==> src/rtl/regfile_dump.sv <==
// regfile_dump: walks a register range through one read port and streams
// each register as an (address, data) pair on a valid/ready interface.
//
// Ports:
//   clk, rst_n            clock, asynchronous active-low reset
//   start                 dump request, sampled only while idle
//   first_addr, last_addr inclusive range, latched on accepted start
//   rd_addr, rd_data      register-file read port (combinational data)
//   out_valid, out_ready  entry handshake
//   out_addr, out_data    current entry
//   busy                  high whenever a dump is in progress
//   done                  one-cycle pulse after the last entry is taken
module regfile_dump #(
    parameter int ADDRESS_WIDTH = 5,
    parameter int DATA_WIDTH    = 32
) (
    input  logic                     clk,
    input  logic                     rst_n,
    input  logic                     start,
    input  logic [ADDRESS_WIDTH-1:0] first_addr,
    input  logic [ADDRESS_WIDTH-1:0] last_addr,
    output logic [ADDRESS_WIDTH-1:0] rd_addr,
    input  logic [DATA_WIDTH-1:0]    rd_data,
    output logic                     out_valid,
    input  logic                     out_ready,
    output logic [ADDRESS_WIDTH-1:0] out_addr,
    output logic [DATA_WIDTH-1:0]    out_data,
    output logic                     busy,
    output logic                     done
);

    typedef enum logic [1:0] {
        IDLE,
        READ,
        SEND,
        DONE
    } state_t;

    state_t                   state_q, state_d;
    logic [ADDRESS_WIDTH-1:0] cur_addr_q, cur_addr_d;
    logic [ADDRESS_WIDTH-1:0] end_addr_q, end_addr_d;
    logic [ADDRESS_WIDTH-1:0] out_addr_q, out_addr_d;
    logic [DATA_WIDTH-1:0]    out_data_q, out_data_d;
    logic                     out_valid_q, out_valid_d;
    logic                     busy_q, busy_d;
    logic                     done_q, done_d;

    always_comb begin
        state_d    = state_q;
        cur_addr_d = cur_addr_q;
        end_addr_d = end_addr_q;
        out_addr_d = out_addr_q;
        out_data_d = out_data_q;

        unique case (state_q)
            IDLE: begin
                if (start) begin
                    state_d    = READ;
                    cur_addr_d = first_addr;
                    end_addr_d = last_addr;
                end
            end
            READ: begin
                state_d    = SEND;
                out_addr_d = cur_addr_q;
                // The zero register is hardwired; ignore whatever the
                // array holds there.
                out_data_d = (cur_addr_q == '0) ? '0 : rd_data;
            end
            SEND: begin
                if (out_valid_q && out_ready) begin
                    if (cur_addr_q == end_addr_q) begin
                        state_d = DONE;
                    end else begin
                        // Natural overflow gives the 31 -> 0 wrap.
                        state_d    = READ;
                        cur_addr_d = cur_addr_q + 1'b1;
                    end
                end
            end
            DONE: begin
                state_d = IDLE;
            end
            default: begin
                state_d = IDLE;
            end
        endcase

        // Outputs are registered from the next state so they line up
        // with the state they describe.
        out_valid_d = (state_d == SEND);
        busy_d      = (state_d != IDLE);
        done_d      = (state_d == DONE);
    end

    always_ff @(posedge clk or negedge rst_n) begin
        if (!rst_n) begin
            state_q     <= IDLE;
            cur_addr_q  <= '0;
            end_addr_q  <= '0;
            out_addr_q  <= '0;
            out_data_q  <= '0;
            out_valid_q <= 1'b0;
            busy_q      <= 1'b0;
            done_q      <= 1'b0;
        end else begin
            state_q     <= state_d;
            cur_addr_q  <= cur_addr_d;
            end_addr_q  <= end_addr_d;
            out_addr_q  <= out_addr_d;
            out_data_q  <= out_data_d;
            out_valid_q <= out_valid_d;
            busy_q      <= busy_d;
            done_q      <= done_d;
        end
    end

    // The current address only changes on entry to READ, so it already
    // holds its last value in every other state.
    assign rd_addr   = cur_addr_q;
    assign out_valid = out_valid_q;
    assign out_addr  = out_addr_q;
    assign out_data  = out_data_q;
    assign busy      = busy_q;
    assign done      = done_q;

endmodule
==> config.mk <==
export PLATFORM = sky130hd
export DESIGN_NAME = regfile_dump
export DESIGN_NICKNAME = d
export VERILOG_FILES = /design/src/rtl/regfile_dump.sv
export SDC_FILE = /design/constraint.sdc
export NUM_CORES = 1
export LEC_CHECK = 0
export CORE_ASPECT_RATIO = 1.2
export CORE_MARGIN = 2
export CORE_UTILIZATION = 55
export DETAILED_ROUTE_END_ITERATION = 12
export DONT_BUFFER_PORTS = 1
export PLACE_DENSITY_LB_ADDON = 0.08
export SETUP_SLACK_MARGIN = 0.1
export SLEW_MARGIN = 25
export SYNTH_ARGS = -nofsm -noshare
export SYNTH_HDL_FRONTEND = slang
export SYNTH_SLANG_ARGS = --single-unit
==> constraint.sdc <==
create_clock -name clk -period 2 [get_ports clk]
set_input_delay 0.3 -clock clk [delete_from_list [all_inputs] [get_ports clk]]
set_output_delay 0.3 -clock clk [all_outputs]
set_load 0.005 [all_outputs]
==> summary.txt <==
Global route
  • First-pass GRT wire length: around 6400 um
  • Gr usage total: 19.6%
  • Largest net degree at the start of global routing: 53
  • Initial antenna violation count: 0
  • Vias in the first global route: 1340
  • Remaining global-route overflow: 0

Hold path
  • Worst hold start: rd_data[15]
  • Cells on Worst Hold Path: 1
  • Min-delay worst type: primary input to flip-flop
  • Hold Path End: out_data[15]$_DFFE_PN0N_

Clock tree
  • Setup Fix Bufs, Post-CTS: 0
  • Clk buf depth: 2
  • Clk Latency, worst-skew pair: 0.30 ns
  • H-tree Lvls: 2
  • Clk sink count: 52
  • TritonCTS buffer count: 5
  • CTS tree: built
  • Root Driver: clkbuf_8
  • Worst-path clk slew: 0.09 ns

Floorplan
  • Site row count: 25
  • Die span in y: 73.0 um
  • # IOs: 91
  • Core region area: 0.00388 mm^2
  • Effective utilization at floorplan: 56.3%
  • Die area: approximately 0.0045 mm^2
  • Width of the die: 61.5 um

Status
  • Status: completed

Layout
  • Final antenna diode count: 0
  • Share of layout cells above drive strength 1: 19.4%
  • Area growth from synthesis to layout: 7.85%
  • Util after Layout: 60.7%
  • Nets: 212
  • Filler cells: 330
  • Final non-filler cell area: 0.00236 mm^2

Placed design
  • Number of port buffers: 0
  • Hpwl dp: just under 3000 um
  • GP Congestion: approximately 0.77
  • Instance area at placement: roughly 0.0022 mm^2
  • DP Worst Slack: approximately 0.34 ns

Pwr
  • Comb power frac: 36.9%
  • Sw frac: 37.8%
  • Leakage dissipation: 1.05 nW
  • Power Internal: 2.59 mW
  • Switching power: 1.58 mW
  • Worst vdd ir: 860 uV
  • Pwr dens: 1770 mW/mm^2
  • Sequential fraction of design power: 48.3%
  • Clock group share of total power: 14.8%

Yosys
  • Top FF cell, synth: dfrtp_1
  • Post-synth cell types: 32
  • Post-Syn Area: 0.00218 mm^2
  • Post-synth net total: 208
  • Yosys warnings: 0
  • Syn_area_per_cell: 13.7 um^2
  • Count leader, synth: dfrtp_1
  • Cell taking the most area after synthesis: dfrtp_1
  • Synth top area cells: dfrtp_1, a22o_1, mux2_2, a2bb2oi_2, a311o_2
  • Seq/Total Area, Yosys: 59.6%
  • Async S/R FF share, synth: 100%
  • Top cells by count, synth: dfrtp_1, a22o_1, nand2_1
  • Register bit total from synthesis: 52
  • Synth Instances: 160
  • Top-area cell type share of the netlist area: 59.6%
  • Number of synthesized flops with an enable pin: 0

STA
  • RSZ-0062 raised after global routing: no
  • Setup WS post-layout: 0.319 ns
  • Setup TNS: 0 ns
  • Final period util: 84.1%
  • Slew Limit Fails: 0
  • Fmax: slightly below 0.6 GHz
  • Final Setup Violations: 0
  • Max_slew headroom: 59.6%
  • Clock Skew: 0.00460 ns
  • Tmin final: 1.68 ns
  • Final hold violations: 0
  • Worst slew pin tran: 0.602 ns

Worst setup path
  • Worst r2r dst: rd_addr[1]$_DFFE_PN0P_
  • WP data arrival: ~1.9 ns
  • R2R setup slack: 0.32 ns
  • Worst Path Required: 2.23 ns
  • CP Capture Type: flip-flop
  • Startpoint types: flip-flop
  • R2R depth: 4
  • Kind of critical path: flip-flop to flip-flop
  • Crit path max fanout: 7
  • Crit Reg-Reg Startpoint: rd_addr[1]$_DFFE_PN0P_

Routing
  • Via/cell ratio: 6.11
  • DRC Markers: 0
  • Antenna Nets Post-Route: 0
  • Via count: 1339
  • Initial DRC count: 28
  • WL/cell: 19.0 um
  • DR pass1 iterations: 4
  • Post-Route WL: just over 4000 um

Job
  • Number of max-cap violations: 0
## cells by family (layout without fill, tap and decap cells)
kind of cell	Yosys count	in the layout	synth area share (%)
flops	52	52	59.6
xor+xnor	5	5	2.00
compound gates	56	56	23.6
fa+ha+maj	2	2	1.15
simple gates	22	22	6.19
mux	7	7	3.49
buf+inv	16	21	4.01
## metal layers
metal,vias to the layer above,part of all wire [%],track usage (%)
met2,78,50,31.0
met1,651,38,22.8
met3,7,10,9.04
met4,0,1.7,7.80
li1,603,-,-
met5,-,0,0
## worst max-delay path: stages, from the launching register on
cell,delay [ns]
dfrtp_1,0.46
xor2_1,0.21
nor4_4,0.47
a31o_4,0.28
mux2i_1,0.19
## through the flow
stage	instances	hold WS, ns	power [mW]
after detailed placement	209	0.00549	3.56
after global placement	209	0.00536	3.50
final	219	0.120	4.17
after floorplan	160	0.00441	3.25
after global routing	219	0.110	4.47
after CTS	219	0.115	4.20
## state kept, by name, indices dropped and copies added, names as in the netlist
| signal | flops |
|---|---|
| state_q | 2 |
| out_data | 32 |
| busy | 1 |
| end_addr_q | 5 |
| out_valid | 1 |
| done | 1 |
| out_addr | 5 |
| rd_addr | 5 |
## area by class of cell
type                       count  area [um^2]  area share, %
sequential                    52         1300           55.2
multi-input combinational     92          796           33.8
clock buffer                   7         86.3           3.66
timing repair buffer           7         75.1           3.19
tap                           54         67.6           2.87
inverter                       6         22.5          0.956
clock inverter                 1         7.51          0.319
## placed cells by master (no fill, tap or decap)
cell	n
mux2i_1	2
o21ai_0	6
clkinvlp_4	1
a41oi_1	1
a41oi_2	1
buf_4	5
mux2_2	5
a2bb2oi_2	3
o21bai_1	1
xor2_1	4
clkbuf_1	1
buf_16	1
a31oi_1	4
nor2b_4	1
nand2b_1	2
o2bb2ai_1	1
nor3b_4	1
nor2_1	5
a31o_4	1
a31oi_4	1
dlygate4sd3_1	1
nand2_1	9
xnor2_1	1
inv_1	5
a311o_2	4
a22o_1	32
dfrtp_1	52
clkbuf_8	6
a311o_1	1
and2_1	1
inv_2	1
ha_1	2
nor4_4	1
nor3_1	2
## worst max-delay path by stage
stage                                 startpoint                endpoint  slack [ns]  cells past startpoint
after floorplan           rd_addr[1]$_DFFE_PN0P_  rd_addr[1]$_DFFE_PN0P_        0.49                      4
after global placement    rd_addr[0]$_DFFE_PN0P_  rd_addr[1]$_DFFE_PN0P_        0.38                      4
after detailed placement  rd_addr[1]$_DFFE_PN0P_  rd_addr[1]$_DFFE_PN0P_        0.34                      4
after CTS                 rd_addr[1]$_DFFE_PN0P_  rd_addr[1]$_DFFE_PN0P_        0.32                      4
after global routing      rd_addr[1]$_DFFE_PN0P_  rd_addr[1]$_DFFE_PN0P_        0.23                      4
final                     rd_addr[1]$_DFFE_PN0P_  rd_addr[1]$_DFFE_PN0P_        0.32                      4
## power by group through the flow
stage / clock network (mW) / registers [mW] / logic, mW
2_1_floorplan: 0 / 1.91 / 1.34
3_3_place_gp: 0 / 2.03 / 1.48
3_5_place_dp: 0 / 2.03 / 1.53
4_1_cts: 0.625 / 2.02 / 1.55
5_1_grt: 0.672 / 2.09 / 1.71
6_report: 0.616 / 2.02 / 1.54
## repair_timing
action / 4_1_cts / 5_1_grt
endpoints found under the setup margin: 0 / 0
hold endpoints to repair: 52 / 0
resized for setup: 0 / 0
hold buffers: 2 / 0
Note: power is estimated with default switching activity, not from simulation.
